`config.mk`:
```
export PLATFORM = sky130hd
export DESIGN_NAME = pri_grant_queue
export DESIGN_NICKNAME = d
export VERILOG_FILES = /design/src/rtl/pri_sync_fifo.sv /design/src/rtl/pri_grant_queue.sv
export SDC_FILE = /design/constraint.sdc
export NUM_CORES = 1
export LEC_CHECK = 0
export ABC_AREA = 0
export CAP_MARGIN = 10
export CORE_MARGIN = 2
export CORE_UTILIZATION = 47
export DETAILED_ROUTE_END_ITERATION = 12
export GPL_TIMING_DRIVEN = 0
export PLACE_DENSITY = 0.88
export SLEW_MARGIN = 20
export SYNTH_ARGS = -nofsm -noshare
export SYNTH_HDL_FRONTEND = slang
export SYNTH_SLANG_ARGS = --single-unit
```
`constraint.sdc`:
```
create_clock -name clk -period 3 [get_ports clk]
set_clock_uncertainty 0.2 [all_clocks]
set_input_delay 0.6 -clock clk [delete_from_list [all_inputs] [get_ports clk]]
set_output_delay 0.6 -clock clk [all_outputs]
set_load 0.02 [all_outputs]
```
`src/rtl/pri_sync_fifo.sv`:
```
`default_nettype none
// ============================================================================
// Module      : pri_sync_fifo
// Description : Small synchronous FIFO. Full and empty come from an occupancy
//               counter, so the pointers can wrap freely at DEPTH. A push into
//               a full queue is accepted when a pop happens in the same cycle.
// Revision    : 1.0 - initial release
// ============================================================================
module pri_sync_fifo #(
    parameter int WIDTH = 4,
    parameter int DEPTH = 4
) (
    input  logic                       clk,
    input  logic                       rst,
    input  logic                       i_wr_v,
    input  logic [WIDTH-1:0]           i_wr_data,
    input  logic                       i_rd_rdy,
    output logic                       o_wr_acc,
    output logic [WIDTH-1:0]           o_rd_data,
    output logic                       o_rd_v,
    output logic [$clog2(DEPTH):0]     o_count,
    output logic                       o_full,
    output logic                       o_empty
);

    localparam int PW = $clog2(DEPTH);
    localparam logic [PW:0] c_depth = (PW+1)'(DEPTH);

    logic [WIDTH-1:0] r_mem [DEPTH];
    logic [PW-1:0]    r_wr_ptr;
    logic [PW-1:0]    r_rd_ptr;
    logic [PW:0]      r_count;
    logic             w_empty;
    logic             w_pop;
    logic             w_push;

    assign w_empty = (r_count == '0);
    // out_rdy has no effect while the queue is empty
    assign w_pop   = ~w_empty & i_rd_rdy;
    // a pop frees the slot the push needs, even when full
    assign w_push  = i_wr_v & ((r_count < c_depth) | w_pop);

    // Storage write; contents are don't-care after reset, so no reset here
    always_ff @(posedge clk) begin
        if (w_push) begin
            r_mem[r_wr_ptr] <= i_wr_data;
        end
    end

    // Pointers advance on accepted push/pop and wrap naturally at DEPTH
    always_ff @(posedge clk or posedge rst) begin
        if (rst) begin
            r_wr_ptr <= '0;
            r_rd_ptr <= '0;
        end else begin
            if (w_push) begin
                r_wr_ptr <= r_wr_ptr + 1'b1;
            end
            if (w_pop) begin
                r_rd_ptr <= r_rd_ptr + 1'b1;
            end
        end
    end

    // Occupancy: simultaneous push and pop leaves it unchanged
    always_ff @(posedge clk or posedge rst) begin
        if (rst) begin
            r_count <= '0;
        end else begin
            case ({w_push, w_pop})
                2'b10:   r_count <= r_count + 1'b1;
                2'b01:   r_count <= r_count - 1'b1;
                default: r_count <= r_count;
            endcase
        end
    end

    assign o_wr_acc  = w_push;
    // Head is forced to zero while empty so stale storage never shows
    assign o_rd_data = w_empty ? '0 : r_mem[r_rd_ptr];
    assign o_rd_v    = ~w_empty;
    assign o_count   = r_count;
    assign o_full    = (r_count == c_depth);
    assign o_empty   = w_empty;

endmodule
`default_nettype wire

```
`src/rtl/pri_grant_queue.sv`:
```
`default_nettype none
// ============================================================================
// Module      : pri_grant_queue
// Description : Queues encoded indices from the priority encoder and presents
//               them to a consumer as a binary index plus a one-hot grant.
//               Pushes lost to a full queue set a sticky flag and bump a
//               saturating drop counter.
// Revision    : 1.0 - initial release
// ============================================================================
module pri_grant_queue #(
    parameter int DWIDTH = 16,
    parameter int DEPTH  = 4
) (
    input  logic                        clk,
    input  logic                        rst,
    input  logic [$clog2(DWIDTH)-1:0]   in_idx,
    input  logic                        in_v,
    output logic [$clog2(DWIDTH)-1:0]   out_idx,
    output logic [DWIDTH-1:0]           out_onehot,
    output logic                        out_v,
    input  logic                        out_rdy,
    output logic [$clog2(DEPTH):0]      count,
    output logic                        full,
    output logic                        empty,
    output logic                        ovf,
    output logic [7:0]                  drop_cnt,
    input  logic                        clr_ovf
);

    localparam int IW = $clog2(DWIDTH);
    localparam int PW = $clog2(DEPTH);
    localparam logic [7:0] c_drop_max = 8'hFF;

    logic          w_push;
    logic          w_drop;
    logic          r_ovf;
    logic [7:0]    r_drop_cnt;
    logic [IW-1:0] w_head;
    logic          w_head_v;
    logic [PW:0]   w_count;
    logic          w_full;
    logic          w_empty;

    pri_sync_fifo #(
        .WIDTH (IW),
        .DEPTH (DEPTH)
    ) u_fifo (
        .clk       (clk),
        .rst       (rst),
        .i_wr_v    (in_v),
        .i_wr_data (in_idx),
        .i_rd_rdy  (out_rdy),
        .o_wr_acc  (w_push),
        .o_rd_data (w_head),
        .o_rd_v    (w_head_v),
        .o_count   (w_count),
        .o_full    (w_full),
        .o_empty   (w_empty)
    );

    assign w_drop = in_v & ~w_push;

    // Sticky overflow and saturating drop count; a drop beats a clear
    always_ff @(posedge clk or posedge rst) begin
        if (rst) begin
            r_ovf      <= 1'b0;
            r_drop_cnt <= '0;
        end else if (w_drop) begin
            r_ovf <= 1'b1;
            if (clr_ovf) begin
                r_drop_cnt <= 8'd1;
            end else if (r_drop_cnt != c_drop_max) begin
                r_drop_cnt <= r_drop_cnt + 8'd1;
            end
        end else if (clr_ovf) begin
            r_ovf      <= 1'b0;
            r_drop_cnt <= '0;
        end
    end

    // One-hot grant: each bit matches its own index, gated by valid
    for (genvar i = 0; i < DWIDTH; i++) begin : g_onehot
        assign out_onehot[i] = w_head_v & (w_head == IW'(i));
    end

    assign out_idx  = w_head;
    assign out_v    = w_head_v;
    assign count    = w_count;
    assign full     = w_full;
    assign empty    = w_empty;
    assign ovf      = r_ovf;
    assign drop_cnt = r_drop_cnt;

endmodule
`default_nettype wire

```
## After elaboration in Yosys (flattened, before gate mapping)

Memories as Yosys holds them, arrays and structs flattened.
Index checks and enable logic that the tools add are counted.

- Flip-flop bits (word level): 16
- Latch bits: 0
- RAM bits: 16
- Memory bits (read-only): 0
- Bits of input ports: 9
- Output and inout bits: 35
- Word-level logic and storage cells: 69
- Memories: 1

- Add/subtract/negate cells: 5
- Multiply operators: 0
- Div/mod/pow operators: 0
- Magnitude comparators: 1
- Equality and inequality tests: 19
- Shifts and indexed selects: 0
- Mux-type cells: 10
- Bitwise operators: 22
- Reductions and logical operators: 6

Memories:

| name | depth | width | read ports | clocked after Yosys merged registers in | wr ports | line | text |
|---|---|---|---|---|---|---|---|
| u_fifo.r_mem | 4 | 4 | 1 | 0 | 1 | pri_sync_fifo.sv:29 | `logic [WIDTH-1:0] r_mem [DEPTH];` |

Operator list:

| kind | count |
|---|---|
| $eq A4 B4 Y1 const B | 8 |
| $mux W8 | 4 |
| $and A1 B1 Y1 | 19 |
| $eq A4 B3 Y1 const B | 4 |
| $add A8 B1 Y8 const B | 1 |
| $eq A4 B2 Y1 const B | 2 |
| $ne A8 B8 Y1 const B | 1 |
| $pmux W3 S2 | 1 |
| $reduce_bool A2 Y1 | 3 |
| $add A2 B1 Y2 const B | 2 |
| $eq A4 B1 Y1 const B | 1 |
| $logic_not A4 Y1 | 1 |
| $mux W1 | 4 |
| $mux W4 | 1 |
| $add A3 B1 Y3 const B | 1 |
| $eq A3 B3 Y1 const B | 1 |
| $logic_not A3 Y1 | 1 |
| $lt A3 B3 Y1 const B | 1 |
| $sub A3 B1 Y3 const B | 1 |
| $eq A2 B1 Y1 const B | 1 |
| $eq A2 B2 Y1 const B | 1 |
| $not A1 Y1 | 2 |
| $reduce_and A2 Y1 | 1 |
| $or A1 B1 Y1 | 1 |

## Logic depth before layout (Yosys ltp)

Gate-level depths: netlist of run 1.

- Depth in word-level cells: 9
- Depth in mapped cells: 8
- Gate-level depth less buffers: 8

## Cells and area by module

From an unflattened synthesis of run 1, not the netlist that was laid out.

- Cells, all modules: 140
- Area, all modules: 1660.3 µm²

Modules (own cells, without submodules):

| module | instances | cells each | area each (µm²) | sequential area each (µm²) |
|---|---|---|---|---|
| pri_sync_fifo | 1 | 66 | 1044.8 | 655.6 |
| pri_grant_queue | 1 | 74 | 615.6 | 225.2 |

## Worst setup path before layout of run 1

Ideal clock, no wire load.

- Kind: reg2reg
- From: reg u_fifo.r_count[2] (netlist: u_fifo.o_count[2])
- To: reg u_fifo.r_count[2] (netlist: u_fifo.o_count[2])
- Setup time: 136 ps
- Arrival: 2320 ps
- Required time: 2664 ps
- Slack: 344 ps
- Stages on the path, launching flop included: 9
- Buffers on the path: 0
- Period minus slack after synthesis: 2656 ps
- Path through: dfrtp_1 > nor3_2 > inv_2 > and2_1 > ha_1 > fa_1 > xnor2_1 > nor2_1 > xor2_1

- Cells in the longest elaborated chain, start to end: 7
- Elaborated cells on any way between the ends: 12
- Those cells by class: add/sub (2); order compare (1); eq/ne (2); mux (1); bitwise (4); reduce/logical (2)

RTL lines:

| what | line | text |
|---|---|---|
| start, declared | pri_sync_fifo.sv:32 | `logic [PW:0] r_count;` |
| start signal, assigned | pri_sync_fifo.sv:71 | `2'b10: r_count <= r_count + 1'b1;` |
| start signal, assigned | pri_sync_fifo.sv:72 | `2'b01: r_count <= r_count - 1'b1;` |
| start signal, assigned | pri_sync_fifo.sv:73 | `default: r_count <= r_count;` |
| $logic_not A3 Y1 (*) | pri_sync_fifo.sv:37 | `assign w_empty = (r_count == '0);` |
| via empty | pri_grant_queue.sv:24 | `output logic empty,` |
| $not A1 Y1 (*) | -- |  |
| via out_v | pri_grant_queue.sv:20 | `output logic out_v,` |
| $and A1 B1 Y1 (*) | pri_sync_fifo.sv:39 | `assign w_pop = ~w_empty & i_rd_rdy;` |
| via u_fifo.w_pop | pri_sync_fifo.sv:34 | `logic w_pop;` |
| $or A1 B1 Y1 | pri_sync_fifo.sv:41 | `assign w_push = i_wr_v & ((r_count < c_depth) \| w_pop);` |
| $and A1 B1 Y1 | pri_sync_fifo.sv:41 |  |
| $eq A2 B1 Y1 or $eq A2 B2 Y1 (tied branches) | pri_sync_fifo.sv:70 | `case ({w_push, w_pop})` |
| $pmux W3 S2 or $reduce_bool A2 Y1 (tied branches) | -- |  |

Mark *: on every way through the listed nets, which the timed path passes. The rest lies on a longest branch.
A chain may end at the register's enable or synchronous reset.

## Worst setup path in the final report of run 1

- From: reg u_fifo.r_rd_ptr[0]
- To: out out_idx[0]

- Cells in the longest elaborated chain, start to end: 2

RTL lines:

| what | line | text |
|---|---|---|
| start, declared | pri_sync_fifo.sv:31 | `logic [PW-1:0] r_rd_ptr;` |
| start signal, assigned | pri_sync_fifo.sv:60 | `r_rd_ptr <= r_rd_ptr + 1'b1;` |
| $mem_v2 Z4 W4 | -- |  |
| $mux W4 | pri_sync_fifo.sv:80 | `assign o_rd_data = w_empty ? '0 : r_mem[r_rd_ptr];` |
| end, declared | pri_grant_queue.sv:18 | `output logic [$clog2(DWIDTH)-1:0] out_idx,` |

Every way passes these cells.

==> results of run 1 <==
==> layout make-up <==
class / count / area, µm² / share of cell area [%]
Multi-Input combinational cell: 98 / 694 / 32.4
Buffer: 3 / 22.5 / 1.05
Sequential cell: 32 / 881 / 41.1
Clock buffer: 5 / 37.5 / 1.75
Timing Repair Buffer: 42 / 387 / 18.0
Clock inverter: 3 / 42.5 / 1.98
Inverter: 6 / 22.5 / 1.05
Tap cell: 46 / 57.6 / 2.68
==> flip-flops by register name, summed over array words and instances (netlist names) <==
name,count
u_fifo.r_mem,16
u_fifo.o_count,3
drop_cnt,8
u_fifo.r_wr_ptr,2
ovf,1
u_fifo.r_rd_ptr,2
==> cells by family (layout without fill, tap and decap cells) <==
logic type / count (synthesis) / in the layout / share of synthesized area, %
and+or+nand+nor: 66 / 66 / 21.4
DFF: 32 / 32 / 54.7
AOI/OAI and AO/OA: 11 / 11 / 4.19
buffers and inverters: 9 / 59 / 2.41
adders and majority gates: 7 / 7 / 5.90
xor gates and xnor gates: 7 / 7 / 3.80
muxes: 7 / 7 / 7.61
==> Yosys cell counts, drive strengths merged (2+ instances only) <==
cell    instances
a21oi           3
and2            5
and3            8
buf             2
dfrtp          16
edfxtp         16
ha              6
inv             6
mux2            2
mux4            4
nand2           6
nand2b          5
nand3           4
nand3b          2
nand4           2
nor2           26
nor3            5
o21ai           4
xnor2           4
xor2            3
==> layer usage <==
layer	up-vias	global-route usage, %	routed length [µm]	share of wire, %
met1	581	19.1	1300	40
met3	10	5.95	178	5.4
met2	46	32.0	1730	53
met5	-	0	0	0
li1	588	-	-	-
met4	0	8.06	69	2.1
==> worst reg2reg max path: stages (launching register included) <==
cell	delay, ps
dfrtp_1	480
nor3_2	330
inv_2	110
and2_1	220
ha_1	240
fa_1	380
xnor2_1	130
nor2_1	110
xor2_1	160
==> stage by stage <==
| step | utilization, % | cells |
|---|---|---|
| 2_1_floorplan | - | 139 |
| 3_3_place_gp | 63.1 | 227 |
| 3_5_place_dp | 63.1 | 227 |
| 4_1_cts | 64.9 | 235 |
| 5_1_grt | 64.8 | 235 |
| 6_report | 64.8 | 235 |
==> worst max-delay path by stage <==
stage,to,slack [ps],depth (start not counted)
global placement,out_onehot[12],180,6
detailed placement,out_onehot[12],110,6
finish,out_idx[0],110,4
floorplan,u_fifo.o_count[2],340,8
global route,out_onehot[9],20,6
CTS,out_idx[0],10,4
==> power by group through the flow <==
| stage | logic, mW | clock network [mW] | registers (mW) |
|---|---|---|---|
| floorplan | 0.648 | 0 | 0.679 |
| global placement | 1.06 | 0 | 0.654 |
| detailed placement | 1.12 | 0 | 0.665 |
| CTS | 1.05 | 0.331 | 0.655 |
| global route | 1.13 | 0.346 | 0.669 |
| finish | 1.05 | 0.324 | 0.655 |
==> out/results.ini, run 1 <==
[status]
status = completed

[sta]
finalSetupTns_ps = 0
slew_viol_final = 0
hold_viol = 0
final.period_utilization_pct = 96.2
maxSlewHeadroom_pct = 58.2
worst_pin_slew_ps = 627
hold-worst-slack_ps = 346
final-setup-viol-count = 0
min_period_ps = 2890
setup_slack_ps = 113
rsz0062_at_grt = false
max_freq_mhz = 346

[route]
drtPass1Iterations = 4
viasPerCell = 5.21
drt_iter0_drc = 31
drt_wl_total_um = 3270
detail-route-antenna-nets = 0
drcViolationCount = 0
wl_per_cell_um = 13.9
num_vias = 1225

[synthesis]
synthesis.nets = 155
synth_cell_types = 38
syn_inst = 139
ys_ff_latch = 32
synth_area_um2 = 1610
ys_seq_area_share_pct = 54.7
yosys_warnings = 0
synthFlopType = edfxtp_1
avgSynthCellArea_um2 = 11.6
ys_top_cells_by_area = edfxtp_1, dfrtp_1, nor2_1, mux4_2, ha_1
async_reset_ff_share_pct = 50.0
synth_top_cell_by_area = edfxtp_1
synth.top_cell.area_share_pct = 29.8
synth-edff-count = 16

[global_routing]
gr-total-overflow = 0
grt_pass1_vias = 1270
grt_usage_pct = 17.9
grt_max_degree = 17
grt_pass1_wl_um = 5400
grt_antenna_before_repair = 0

[setup_path]
critPathLaunchType = flip-flop
r2r_cells = 8
startpoint = u_fifo.r_rd_ptr[0]
crit_path_top_delay_cell = clkdlybuf4s50_1
cp_max_fo = 6
critPathMaxStageDelay_ps = 540
critical_path_buf_inv_count = 2
cp.required_ps = 2200
worstSetupPathType = flip-flop to primary output
worstPathCellList = buf_6, mux4_2, and2_4, clkdlybuf4s50_1
reg2reg_from = u_fifo.o_count[2]
endpoint_kind = primary output
cp.arrival_ps = 2090
cpLargestDelayFamily = buffers and inverters
r2r_setup_slack_ps = 580
r2r_end = u_fifo.o_count[2]

[cts]
clkLatencyLatePin_ps = 330
clk_pin_slew_ps = 100
ctsHoldBuffers = 0
ctsHtreeMaxLevel = 2
cts_buffers = 5
cts_root_buf = clkbuf_4
postCtsSetupBuffers = 0
post_cts_resized = 18
cts_tree = done
clockBufferDepth = 2
clock-sinks = 32

[final_layout]
insertedDiodeCount = 0
layout_common_cells = nor2_1, clkdlybuf4s50_1, dfrtp_1, edfxtp_1, dlygate4sd2_1
final_area_um2 = 2140
n_fill_cell = 272
final_nets = 204
area_growth_pct = 33.1
drive_gt1_share_pct = 13.2
final_common_cell = nor2_1

[power_and_ir_drop]
share_comb_of_total_power_pct = 51.7
clkPwrFrac_pct = 16.0
p_sw_share_pct = 40.7
p_leak_nw = 0.913
power.total_mw = 2.02
pwr-share-seq_pct = 32.4
powerDensity_nw_per_um2 = 944
power.switching_mw = 0.824
ir_drop_mv = 0.407
intPower_mw = 1.20

[floorplan]
die_area_um2 = 3910
die_h_um = 62.6
core_um2 = 3310
chipWidth_um = 62.6
boundaryPins = 44
initial_core_util_pct = 48.7
row_count = 21

[worst_hold_path]
min_from = ovf
min-delay-path-class = flip-flop to flip-flop
hold_depth = 2
hold_end = ovf

[job]
maxCapViolCount = 0

[placed_design]
gp_congestion = 0.780
numPortBuffers = 42
placedInstanceArea_um2 = 2090
dp_slack_ps = 112
post-dp-hpwl_um = 2610

Power figures use the tool's default switching activity.
==> run 2: changes to the inputs <==
- TNS_END_PERCENT: unset -> 20
==> run 2 against run 1 <==
Net effect:
- worst hold slack unchanged
- critical path depth unchanged
- cell area grew 0.47%
- sequential share of layout area fell by 0.19 points
- register-to-register slack hardly changed
- critical path type unchanged
- largest cell class unchanged
==> out/results.ini, run 2 (synthesis gave the netlist of run 1 again) <==
[status]
status = completed  ; unchanged

[sta]
max_freq_mhz = 346  ; unchanged
maxSlewHeadroom_pct = 58.2  ; unchanged
finalSetupTns_ps = 0  ; unchanged
slew_viol_final = 0  ; unchanged
final.period_utilization_pct = 96.2  ; unchanged
final-setup-viol-count = 0  ; unchanged
rsz0062_at_grt = false  ; unchanged
worst_pin_slew_ps = 627  ; unchanged
hold_viol = 0  ; unchanged
min_period_ps = 2890  ; unchanged

[setup_path]
worstSetupPathType = flip-flop to primary output  ; unchanged
r2r_cells = 8  ; unchanged
worstPathCellList = buf_6, mux4_2, and2_4, clkdlybuf4s50_1  ; unchanged
endpoint_kind = primary output  ; unchanged
crit_path_top_delay_cell = clkdlybuf4s50_1  ; unchanged
critPathMaxStageDelay_ps = 540  ; about the same
r2r_end = u_fifo.o_count[2]  ; unchanged
r2r_setup_slack_ps = 580  ; about the same
reg2reg_from = u_fifo.o_count[2]  ; unchanged
cp.required_ps = 2200  ; about the same
cp_max_fo = 6  ; unchanged
critPathLaunchType = flip-flop  ; unchanged
cp.arrival_ps = 2090  ; about the same

[final_layout]
final_area_um2 = 2150  ; was 2140 µm²
insertedDiodeCount = 0  ; unchanged
area_growth_pct = 33.7  ; was 33.1%
regMostFlops = u_fifo.r_mem  ; unchanged
final_common_cell = nor2_1  ; unchanged
layout_common_cells = nor2_1, clkdlybuf4s50_1, dfrtp_1, edfxtp_1, dlygate4sd2_1  ; unchanged
largest_register_ffs = 16  ; unchanged
drive_gt1_share_pct = 12.2  ; was 13.2%
n_fill_cell = 270  ; was 272
final_nets = 204  ; unchanged

[global_routing]
grt_usage_pct = 17.9  ; unchanged
grt_pass1_vias = 1270  ; unchanged
grt_pass1_wl_um = 5400  ; unchanged
gr-total-overflow = 0  ; unchanged
grt_antenna_before_repair = 0  ; unchanged
grt_max_degree = 17  ; unchanged

[cts]
cts_root_buf = clkbuf_4  ; unchanged
clk_pin_slew_ps = 100  ; about the same
clock-sinks = 32  ; unchanged
cts_buffers = 5  ; unchanged
clockBufferDepth = 2  ; unchanged
ctsHoldBuffers = 0  ; unchanged
post_cts_resized = 18  ; unchanged
postCtsSetupBuffers = 0  ; unchanged
cts_tree = done  ; unchanged
clkLatencyLatePin_ps = 330  ; about the same
ctsHtreeMaxLevel = 2  ; unchanged

[route]
drt_wl_total_um = 3270  ; about the same
wl_per_cell_um = 13.9  ; about the same
drt_iter0_drc = 31  ; unchanged
drcViolationCount = 0  ; unchanged
viasPerCell = 5.21  ; unchanged
drtPass1Iterations = 4  ; unchanged
num_vias = 1225  ; unchanged
detail-route-antenna-nets = 0  ; unchanged

[worst_hold_path]
hold_end = ovf  ; unchanged
hold_depth = 2  ; unchanged
min_from = ovf  ; unchanged
min-delay-path-class = flip-flop to flip-flop  ; unchanged

[power_and_ir_drop]
power.total_mw = 2.03  ; was 2.02 mW
p_leak_nw = 0.913  ; about the same
ir_drop_mv = 0.408  ; was 0.407 mV
powerDensity_nw_per_um2 = 942  ; was 944 nW/µm²

[placed_design]
placedInstanceArea_um2 = 2090  ; unchanged
numPortBuffers = 42  ; unchanged
gp_congestion = 0.780  ; unchanged
post-dp-hpwl_um = 2610  ; unchanged

[floorplan]
initial_core_util_pct = 48.7  ; unchanged
die_h_um = 62.6  ; unchanged
die_area_um2 = 3910  ; unchanged
boundaryPins = 44  ; unchanged
core_um2 = 3310  ; unchanged
chipWidth_um = 62.6  ; unchanged
row_count = 21  ; unchanged

[job]
maxCapViolCount = 0  ; unchanged

run 2: changes by cell type in the layout (fill, tap and decap cells not counted):
| cell | change |
|---|---|
| clkdlybuf4s15_1 | +2 |
| clkbuf_2 | -2 |
run 2: worst max-delay path by stage:
stage	start	to	slack (ps)	depth (start not counted)
after global placement	u_fifo.r_rd_ptr[0]	out_onehot[12]	180	6
after detailed placement	u_fifo.r_rd_ptr[0]	out_onehot[12]	110	6
final	u_fifo.r_rd_ptr[0]	out_idx[0]	110	4
after CTS	u_fifo.r_rd_ptr[0]	out_idx[0]	10	4
after floorplan	u_fifo.o_count[2]	u_fifo.o_count[2]	340	8
after global routing	u_fifo.r_rd_ptr[0]	out_onehot[9]	20	6
run 2: metrics by stage:
stage | hold WS [ps] | util [%] | cells | worst slack [ps]
floorplan | 298 | - | 139 | 344
global placement | 315 | 63.1 | 227 | 178
detailed placement | 324 | 63.1 | 227 | 112
CTS | 349 | 64.9 | 235 | 10.9
global route | 377 | 65.1 | 235 | 18.7
finish | 346 | 65.1 | 235 | 113
run 2: report_power, final:
| part | leakage [nW] | switching [mW] | internal [mW] |
|---|---|---|---|
| sequential | 0.352 | 0.0918 | 0.563 |
| combinational | 0.521 | 0.582 | 0.469 |
| clock | 0.0412 | 0.150 | 0.174 |
| total | 0.913 | 0.824 | 1.21 |
run 2: worst max-delay path, delay by kind of cell, from the launching register on:
kind / cells / cell delay [ps]
muxes: 1 / 530
buffers and inverters: 2 / 680
and+or+nand+nor: 1 / 180
DFF: 1 / 360
run 2: per-layer routing:
metal	track usage (%)	wire [µm]	part of all wire [%]	vias to the layer above
met5	0	0	0	-
met4	8.06	69	2.1	0
met3	5.95	172	5.3	10
met2	32.0	1730	53	46
met1	19.1	1300	40	581
li1	-	-	-	588
run 2: final cells by class:
cell class	count	area, µm²	area share, %
clock buffer	5	37.5	1.74
buffer	3	22.5	1.05
timing repair buffer	42	397	18.4
sequential	32	881	40.9
inverter	6	22.5	1.05
multi-input combinational	98	694	32.2
clock inverter	3	42.5	1.97
tap	46	57.6	2.67
==> run 3: changes to the inputs <==
- CORE_MARGIN: 2 -> 8
- CORE_UTILIZATION: 47 -> 48
- PLACE_DENSITY: 0.88 -> 0.89
- SYNTH_HIERARCHICAL: unset -> 1
==> run 3 against run 2 <==
Net effect:
- the flow now finishes with violations (setup timing)
- global-route usage down 3.0 points
- count of clock-buffer cells in the layout is 1 higher
- first-iteration DRC count down 6.5%
- die area rose by 43%
- worst hold slack worse by 31 ps
- sequential share of layout area decreased by 1.6 points
- combinational power up 21%
- sequential power down 4.0%
- synthesized area increased by 3.0%
- worst setup slack worse by 210 ps
- highest routed layer unchanged
==> out/results.ini, run 3 <==
[final_layout]
n_fill_cell = 261  ; was 270
insertedDiodeCount = 0  ; unchanged
largest_register_ffs = 16  ; unchanged
final_common_cell = clkdlybuf4s50_1  ; was nor2_1
final_area_um2 = 2240  ; was 2150 µm²
final_nets = 209  ; was 204
drive_gt1_share_pct = 24.7  ; was 12.2%
fin_util_pct = 67.2  ; was 65.1%
fin_cells = 240  ; was 235
layout_common_cells = clkdlybuf4s50_1, dfrtp_1, edfxtp_1  ; was nor2_1, clkdlybuf4s50_1, dfrtp_1, edfxtp_1, dlygate4sd2_1
regMostFlops = u_fifo/r_mem  ; was u_fifo.r_mem
area_growth_pct = 35.0  ; was 33.7%

[route]
viasPerCell = 5.19  ; was 5.21
drt_wl_total_um = 3830  ; was 3270 µm
wl_met1_um = 1500  ; was 1300 µm
drtPass1Iterations = 4  ; unchanged
detail-route-antenna-nets = 0  ; unchanged
drcViolationCount = 0  ; unchanged
num_vias = 1246  ; was 1225
dr.max_layer_used = met4  ; unchanged
wl_met3_um = 267  ; was 172 µm
drt_iter0_drc = 29  ; was 31
wl_per_cell_um = 16.0  ; was 13.9 µm
wl_met2_um = 2010  ; was 1730 µm

[setup_path]
critPathMaxStageDelay_ps = 470  ; was 540 ps
crit_path_top_delay_cell = mux4_2  ; was clkdlybuf4s50_1
r2r_cells = 10  ; was 8
endpoint_kind = primary output  ; unchanged
worstSetupPathType = flip-flop to primary output  ; unchanged
cp_max_fo = 5  ; was 6
reg2reg_from = u_fifo/o_count[2]  ; was u_fifo.o_count[2]
cp.required_ps = 2200  ; about the same
cpLargestDelayFamily = simple AND/OR/NAND/NOR gates  ; was buffers and inverters
critPathLaunchType = flip-flop  ; unchanged
cp.arrival_ps = 2300  ; was 2090 ps
worstPathCellList = buf_6, buf_12, mux4_2, and2_4, or3b_4, nor2_2, buf_6  ; was buf_6, mux4_2, and2_4, clkdlybuf4s50_1
crit_top_cell = buf_6
r2r_end = u_fifo/o_count[2]  ; was u_fifo.o_count[2]
r2r_setup_slack_ps = 710  ; was 580 ps
critical_path_buf_inv_count = 3  ; was 2

[placed_design]
placedInstanceArea_um2 = 2140  ; was 2090 µm²
numPortBuffers = 42  ; unchanged
gp_congestion = 0.814  ; was 0.780
dp.cells = 228  ; was 227
post-dp-hpwl_um = 2850  ; was 2610 µm

[floorplan]
row_count = 21  ; unchanged
die_area_um2 = 5600  ; was 3910 µm²
initial_core_util_pct = 49.8  ; was 48.7%
core_um2 = 3340  ; was 3310 µm²
die_h_um = 74.8  ; was 62.6 µm
chipWidth_um = 74.8  ; was 62.6 µm
boundaryPins = 44  ; unchanged

[synthesis]
ys_top_cells_by_area = edfxtp_1, dfrtp_1, mux4_2, ha_1, nor2_1  ; was edfxtp_1, dfrtp_1, nor2_1, mux4_2, ha_1
syn_inst = 140  ; was 139
synth_common_cells = dfrtp_1, edfxtp_1, nor2_1, inv_1  ; was nor2_1, dfrtp_1, edfxtp_1, and3_1
synth_cell_types = 42  ; was 38
async_reset_ff_share_pct = 50.0  ; unchanged
synth-edff-count = 16  ; unchanged
yosys_warnings = 6  ; was 0
synthFlopType = edfxtp_1  ; unchanged
synth_area_um2 = 1660  ; was 1610 µm²
synthesis.nets = 156  ; was 155
avgSynthCellArea_um2 = 11.9  ; was 11.6 µm²
ys_seq_area_share_pct = 53.1  ; was 54.7%
ys_ff_latch = 32  ; unchanged
synth_top_cell_by_area = edfxtp_1  ; unchanged
synth.top_cell.area_share_pct = 28.9  ; was 29.8%

[status]
status = finished with violations  ; was completed
violations = setup timing

[sta]
final-setup-viol-count = 5  ; was 0
worst_pin_slew_ps = 491  ; was 627 ps
hold_viol = 0  ; unchanged
min_period_ps = 3100  ; was 2890 ps
finalSetupTns_ps = -280  ; was 0 ps
final.period_utilization_pct = 103  ; was 96.2%
maxSlewHeadroom_pct = 67.1  ; was 58.2%
slew_viol_final = 0  ; unchanged
rsz0062_at_grt = true  ; was false
setup_slack_ps = -100  ; was 113 ps
max_freq_mhz = 323  ; was 346 MHz

[cts]
clock-sinks = 32  ; unchanged
clockBufferDepth = 2  ; unchanged
cts_tree = done  ; unchanged
cts_buffers = 5  ; unchanged
cts_root_buf = clkbuf_4  ; unchanged
clkLatencyLatePin_ps = 340  ; was 330 ps
ctsHoldBuffers = 0  ; unchanged
ctsHtreeMaxLevel = 2  ; unchanged
clk_pin_slew_ps = 100  ; about the same

[power_and_ir_drop]
power.total_mw = 2.15  ; was 2.03 mW
ir_drop_mv = 0.337  ; was 0.408 mV
powerDensity_nw_per_um2 = 961  ; was 942 nW/µm²
p_leak_nw = 0.963  ; was 0.913 nW

[global_routing]
grt_usage_pct = 14.9  ; was 17.9%
grt_pass1_vias = 1307  ; was 1270
grt_pass1_wl_um = 6160  ; was 5400 µm
gr-total-overflow = 0  ; unchanged
grt_antenna_before_repair = 0  ; unchanged
grt_max_degree = 12  ; was 17

[worst_hold_path]
min-delay-path-class = input port to asynchronous set/reset pin  ; was flip-flop to flip-flop

[job]
maxCapViolCount = 0  ; unchanged

## run 3: cells by family after synthesis
family	Yosys count	share of synthesized area [%]
AND/OR/NAND/NOR	59	20.9
flip-flops	32	53.1
buffers and inverters	15	4.14
AO/OA/AOI/OAI	13	5.20
XOR/XNOR	7	3.69
multiplexers	7	7.31
adder cells (fa/ha/maj)	7	5.73
## run 3: worst max-delay path by stage
stage	to	depth (start not counted)	slack (ps)	startpoint
after floorplan	out_onehot[2]	5	100	u_fifo/o_count[0]
after global placement	out_onehot[0]	6	-220	u_fifo/r_rd_ptr[0]
after detailed placement	out_onehot[3]	6	-310	u_fifo/r_rd_ptr[0]
after CTS	out_onehot[0]	7	-160	u_fifo/r_rd_ptr[0]
after global routing	out_onehot[0]	7	-190	u_fifo/r_rd_ptr[0]
final	out_onehot[3]	7	-100	u_fifo/r_rd_ptr[0]
## run 3: area by class of cell
cell class | count | area [µm²] | share of cell area [%]
Clock inverter | 2 | 10.0 | 0.446
Clock buffer | 6 | 51.3 | 2.29
Sequential cell | 32 | 881 | 39.3
Timing Repair Buffer | 46 | 439 | 19.6
Inverter | 12 | 46.3 | 2.06
Multi-Input combinational cell | 93 | 734 | 32.8
Buffer | 3 | 22.5 | 1.00
Tap cell | 46 | 57.6 | 2.57
## run 3: power by group
part           total [mW]  internal [mW]  switching [mW]  leakage, nW
Sequential          0.629          0.562          0.0677        0.349
Combinational        1.27          0.585           0.686        0.576
Clock               0.254          0.111           0.143       0.0380
## run 3: timing repair
item / CTS / global route
endpoints found under the hold margin: 0 / 0
pin swaps: 5 / 2
gates resized for setup: 62 / 21
endpoints found under the setup margin: 16 / 17
buffers inserted: 3 / 1
cloned: 0 / 0
## run 3: through the flow
| step | hold slack, ps | setup slack, ps |
|---|---|---|
| floorplan | 203 | 100 |
| global placement | 292 | -217 |
| detailed placement | 306 | -305 |
| finish | 315 | -100 |
| CTS | 305 | -158 |
| global route | 330 | -189 |
## run 3: per-layer routing
| layer | GRT usage [%] | up-vias |
|---|---|---|
| li1 | - | 601 |
| met1 | 14.0 | 596 |
| met2 | 27.8 | 42 |
| met3 | 6.13 | 7 |
| met4 | 5.87 | 0 |
| met5 | 0 | - |
==> edit 1 (flow settings as in run 1) <==
`DEPTH` is set to 4 in 2 places; all go to 8.
--- a/src/rtl/pri_sync_fifo.sv
+++ b/src/rtl/pri_sync_fifo.sv
@@ -10,3 +10,3 @@
     parameter int WIDTH = 4,
-    parameter int DEPTH = 4
+    parameter int DEPTH = 8
 ) (
--- a/src/rtl/pri_grant_queue.sv
+++ b/src/rtl/pri_grant_queue.sv
@@ -11,3 +11,3 @@
     parameter int DWIDTH = 16,
-    parameter int DEPTH  = 4
+    parameter int DEPTH  = 8
 ) (
Ports: changed (resized count); port bits go from 44 to 45. No check against the original RTL was run, so the function may have changed too.
==> edit 1 against run 1 <==
The run now ends with setup timing left; sequential cell count rose by 19; combinational power rose by 71%; first-iteration DRC count increased to 3.8 times the old value; setup slack worse by 0.19 ns; total power is 63% higher; routed wire length increased by 72%; count of clock-buffer cells in the layout is the same; sequential share of layout area grew 2.6 points; critical path depth is 2 higher; cell area increased by 54%; synthesized area grew 61%; non-clock buffer count up 14; critical path type unchanged; critical endpoint is now out_onehot[0]; highest routed layer unchanged.
==> edit 1: results (changes against run 1) <==
stage	metric	value	unit	change
status	result of the run	complete, but fails checks		
status	failing checks	setup timing		
route	count of routing violations after the opening detailed-route iteration	118		+280%
critical_path	top fanout value on the critical path	7		+1
finish	fill cell total of the finished layout	413		+52%
critical_path	delay-heaviest family, CP	multiplexers		
route	Vias	1880		+53%
sta	total setup violations reported at the end of the flow	12		+12
finish	Post-layout nets	280		+37%
finish	ratio of cells with drive above 1 in the final layout	0.2481		+0.1158
logic_synthesis	share of synthesized area occupied by flip-flops and latches	0.5549		+0.008274
placement	Port Buf Inserts	44		+4.8%
sta	TNS Setup	-0.4547	ns	-0.4547 ns
critical_path	cell with the largest stage delay on the worst path	sky130_fd_sc_hd__mux4_2		
logic_synthesis	Syn Nets	221		+43%
finish	Largest register FFs	32		+16
sta	min setup slack post-route	-0.08136	ns	-0.1941 ns
placement	worst setup slack before clock tree synthesis	-0.1686	ns	-0.2809 ns
power_and_ir_drop	worst supply voltage drop on vdd	0.0005029	V	+23%
power_and_ir_drop	switching power total	1335	uW	+62%
power_and_ir_drop	Leak	0.001286	uW	+41%
global_route	overall track demand over capacity in global routing	0.1881		+0.009162
logic_synthesis	synth cell count leaders	32 x sky130_fd_sc_hd__edfxtp_1, 32 x sky130_fd_sc_hd__nor2_1, 19 x sky130_fd_sc_hd__dfrtp_1		
placement	Cells after DPL	322		+42%
logic_synthesis	count of unique library cells instantiated by Yosys	50		+32%
global_route	wire length of the first global-routing pass	8.852	mm	+64%
placement	HPWL reported at the end of detailed placement	3.761	mm	+44%
route	routed length per placed instance	16.64	um	+19%
finish	Storage cell area	1436	sq um	+63%
## edit 1: repair_timing
action,in CTS,in global routing
pin swaps,2,5
endpoints found under the setup margin,20,18
gates resized for setup,79,16
buffers inserted,5,3
## edit 1: final cells by class
class / instances / share of cell area
timing repair buffer: 52 / 0.1361
sequential: 51 / 0.4363
buffer: 7 / 0.01596
multi-input combinational: 141 / 0.3421
clock inverter: 3 / 0.01330
tap: 72 / 0.02737
clock buffer: 5 / 0.02090
inverter: 7 / 0.007982
## edit 1: logic make-up (layout without fill, tap and decap cells)
group,after synthesis,count (layout),share of synthesized area
AO/OA/AOI/OAI,25,25,0.07057
flip-flops,51,51,0.5549
buffers and inverters,14,74,0.02948
adder cells (fa/ha/maj),6,6,0.02900
multiplexers,25,25,0.1358
XOR/XNOR,9,9,0.03045
AND/OR/NAND/NOR,76,76,0.1498
## edit 1: final timing paths
check,startpoint,slack [ns],cells after the start,endpoint
min in group asynchronous,rst,0.52,2,u_fifo.r_wr_ptr[2]
hold reg to reg,ovf,0.34,2,ovf
hold / removal,ovf,0.34,2,ovf
setup / recovery,u_fifo.r_rd_ptr[0],-0.08,6,out_onehot[0]
setup reg to reg,u_fifo.o_count[2],0.38,11,u_fifo.o_count[2]
max in group asynchronous,rst,1.61,2,u_fifo.o_count[1]
## edit 1: power by group through the flow
stage	logic [uW]	clock network, uW	registers (uW)
2_1_floorplan	1080	0	1040
3_3_place_gp	1620	0	1010
3_5_place_dp	1670	0	1020
4_1_cts	1730	484	1010
5_1_grt	1940	511	1030
6_report	1800	478	1010
## edit 1: per-layer routing
metal  global-route usage  share of wire  vias to the layer above
met5                    0              0                        -
met4              0.09474          0.031                        0
met3              0.03793          0.044                       17
met2               0.3121           0.50                       68
met1               0.2348           0.42                      914
li1                     -              -                      881
==> edit 2 (settings of run 1) <==
Made on the original files. Reset style: synchronous (`rst`), changed in 3 clocked blocks.
--- a/src/rtl/pri_sync_fifo.sv
+++ b/src/rtl/pri_sync_fifo.sv
@@ -50,3 +50,3 @@
     // Pointers advance on accepted push/pop and wrap naturally at DEPTH
-    always_ff @(posedge clk or posedge rst) begin
+    always_ff @(posedge clk) begin
         if (rst) begin
@@ -65,3 +65,3 @@
     // Occupancy: simultaneous push and pop leaves it unchanged
-    always_ff @(posedge clk or posedge rst) begin
+    always_ff @(posedge clk) begin
         if (rst) begin
--- a/src/rtl/pri_grant_queue.sv
+++ b/src/rtl/pri_grant_queue.sv
@@ -63,3 +63,3 @@
     // Sticky overflow and saturating drop count; a drop beats a clear
-    always_ff @(posedge clk or posedge rst) begin
+    always_ff @(posedge clk) begin
         if (rst) begin
Behaviour: differs if rst is asserted again (counterexample within 4 cycles, from zero or initial values and one cycle with rst high); with rst held inactive, the same outputs for 10 cycles.
==> edit 2 against run 1 <==
Routed wire length is 13% higher; final cell count grew 15%; setup slack worse by 0.015 ns; cell area up 11%; sequential power down 11%; total power shrank 18%; sequential cell count is 2 higher; synthesized area up 12%; critical endpoint is now out_onehot[6]; highest routed layer unchanged.
==> edit 2: results (changes against run 1) <==
stage	metric	value	unit	change
critical_path	Critical path destination	out_onehot[6]		
route	count of routing violations after the opening detailed-route iteration	66		+110%
placement	Port Buf Inserts	43		+2.4%
route	routed length per placed instance	13.61	um	-2.3%
logic_synthesis	arithmetic-cell share of the synthesized area counting full adders, half adders and majority gates	0.05274		-0.006265
logic_synthesis	Syn Nets	187		+21%
power_and_ir_drop	Leak	0.0008838	uW	-3.2%
logic_synthesis	share of synthesized area occupied by flip-flops and latches	0.4663		-0.08024
global_route	largest net degree at the start of global routing	11		-6
placement	Cells after DPL	262		+15%
global_route	global routing met2 resource utilization	0.3346		+0.01470
route	met1 wire length	1.520	mm	+17%
sta	Slew headroom	0.6009		+0.01921
cts	root buffer cell	sky130_fd_sc_hd__clkbuf_8		
global_route	vias in the first global route	1383		+8.9%
cts	Clock Pin Slew Worst Setup and Hold Paths	0.07	ns	-0.03 ns
route	Vias	1486		+21%
power_and_ir_drop	worst supply voltage drop on vdd	0.0005320	V	+31%
global_route	met3 usage in global routing	0.05963		+0.0001658
logic_synthesis	Main synth FF type	sky130_fd_sc_hd__dfxtp_1		
die	inserted tap cell count	48		+4.3%
finish	Multi-In Gates	124		+27%
placement	Cell Area, Placed	2293	sq um	+9.8%
finish	ratio of cells with drive above 1 in the final layout	0.09865		-0.03362
logic_synthesis	largest cells by area after synthesis	sky130_fd_sc_hd__edfxtp_1 27%, sky130_fd_sc_hd__dfxtp_1 20%, sky130_fd_sc_hd__a21oi_1 5.8%		
worst_hold_path	hold path startpoint	ovf		
finish	combined area of the multi-input logic cells	904.6	sq um	+30%
placement	HPWL reported at the end of detailed placement	2.720	mm	+4.3%
route	met2 wire len	1.838	mm	+6.4%
finish	Non-clock buffer share	0.1910		+0.0002478
route	met3 wirelength from detailed routing	267	um	+50%
finish	Final Instance Count excl. Fillers	271		+15%
global_route	overall track demand over capacity in global routing	0.1911		+0.01217
logic_synthesis	count of unique library cells instantiated by Yosys	46		+21%
sta	crit path time final	2.902	ns	+0.01524 ns
finish	Storage cell area	840.8	sq um	-4.5%
finish	count of clock-net buffers in the final layout	6		+1
critical_path	flop-to-flop setup slack	0.63	ns	+0.05 ns
finish	Post-layout nets	238		+17%
placement	final RePlAce weighted congestion	0.8994		+15%
finish	Signal inverters	8		+2
cts	clock latency at the later pin of the worst-skew pair	0.29	ns	-0.04 ns
logic_synthesis	Post-Syn Area per Cell	10.54	sq um	-9.1%
logic_synthesis	share of cell area taken by muxes after synthesis	0.09854		+0.02246
critical_path	delay-heaviest family, CP	simple AND/OR/NAND/NOR gates		
cts	total of cells resized after clock tree synthesis	16		-2
finish	fill cell total of the finished layout	323		+19%
global_route	GRT met1 Usage	0.2123		+0.02143
critical_path	top fanout value on the critical path	8		+2
finish	multi-input gate share of total cell area	0.3815		+0.05773
status	result of the run	completed		
sta	worst-case hold slack	0.2908	ns	-0.05499 ns
-- edit 2: cell count changes in the layout (fill, tap and decap cells not counted), moves of 4 or more --
cell,run 1,this run
sky130_fd_sc_hd__a211oi_1,1,5
sky130_fd_sc_hd__a21oi_1,3,21
sky130_fd_sc_hd__clkbuf_4,5,0
sky130_fd_sc_hd__clkbuf_8,0,5
sky130_fd_sc_hd__clkdlybuf4s15_1,0,4
sky130_fd_sc_hd__clkdlybuf4s50_1,24,28
sky130_fd_sc_hd__dfrtp_1,16,0
sky130_fd_sc_hd__dfxtp_1,0,18
sky130_fd_sc_hd__dlygate4sd2_1,15,11
sky130_fd_sc_hd__mux2i_1,1,8
sky130_fd_sc_hd__nand2_1,6,10
sky130_fd_sc_hd__nand4_1,2,6
sky130_fd_sc_hd__nor2_1,25,8
-- edit 2: power breakdown --
group | switching [uW] | internal, uW | total [uW]
sequential | 43.2 | 538 | 581
combinational | 406 | 350 | 756
clock | 160 | 159 | 320
total | 610 | 1050 | 1660
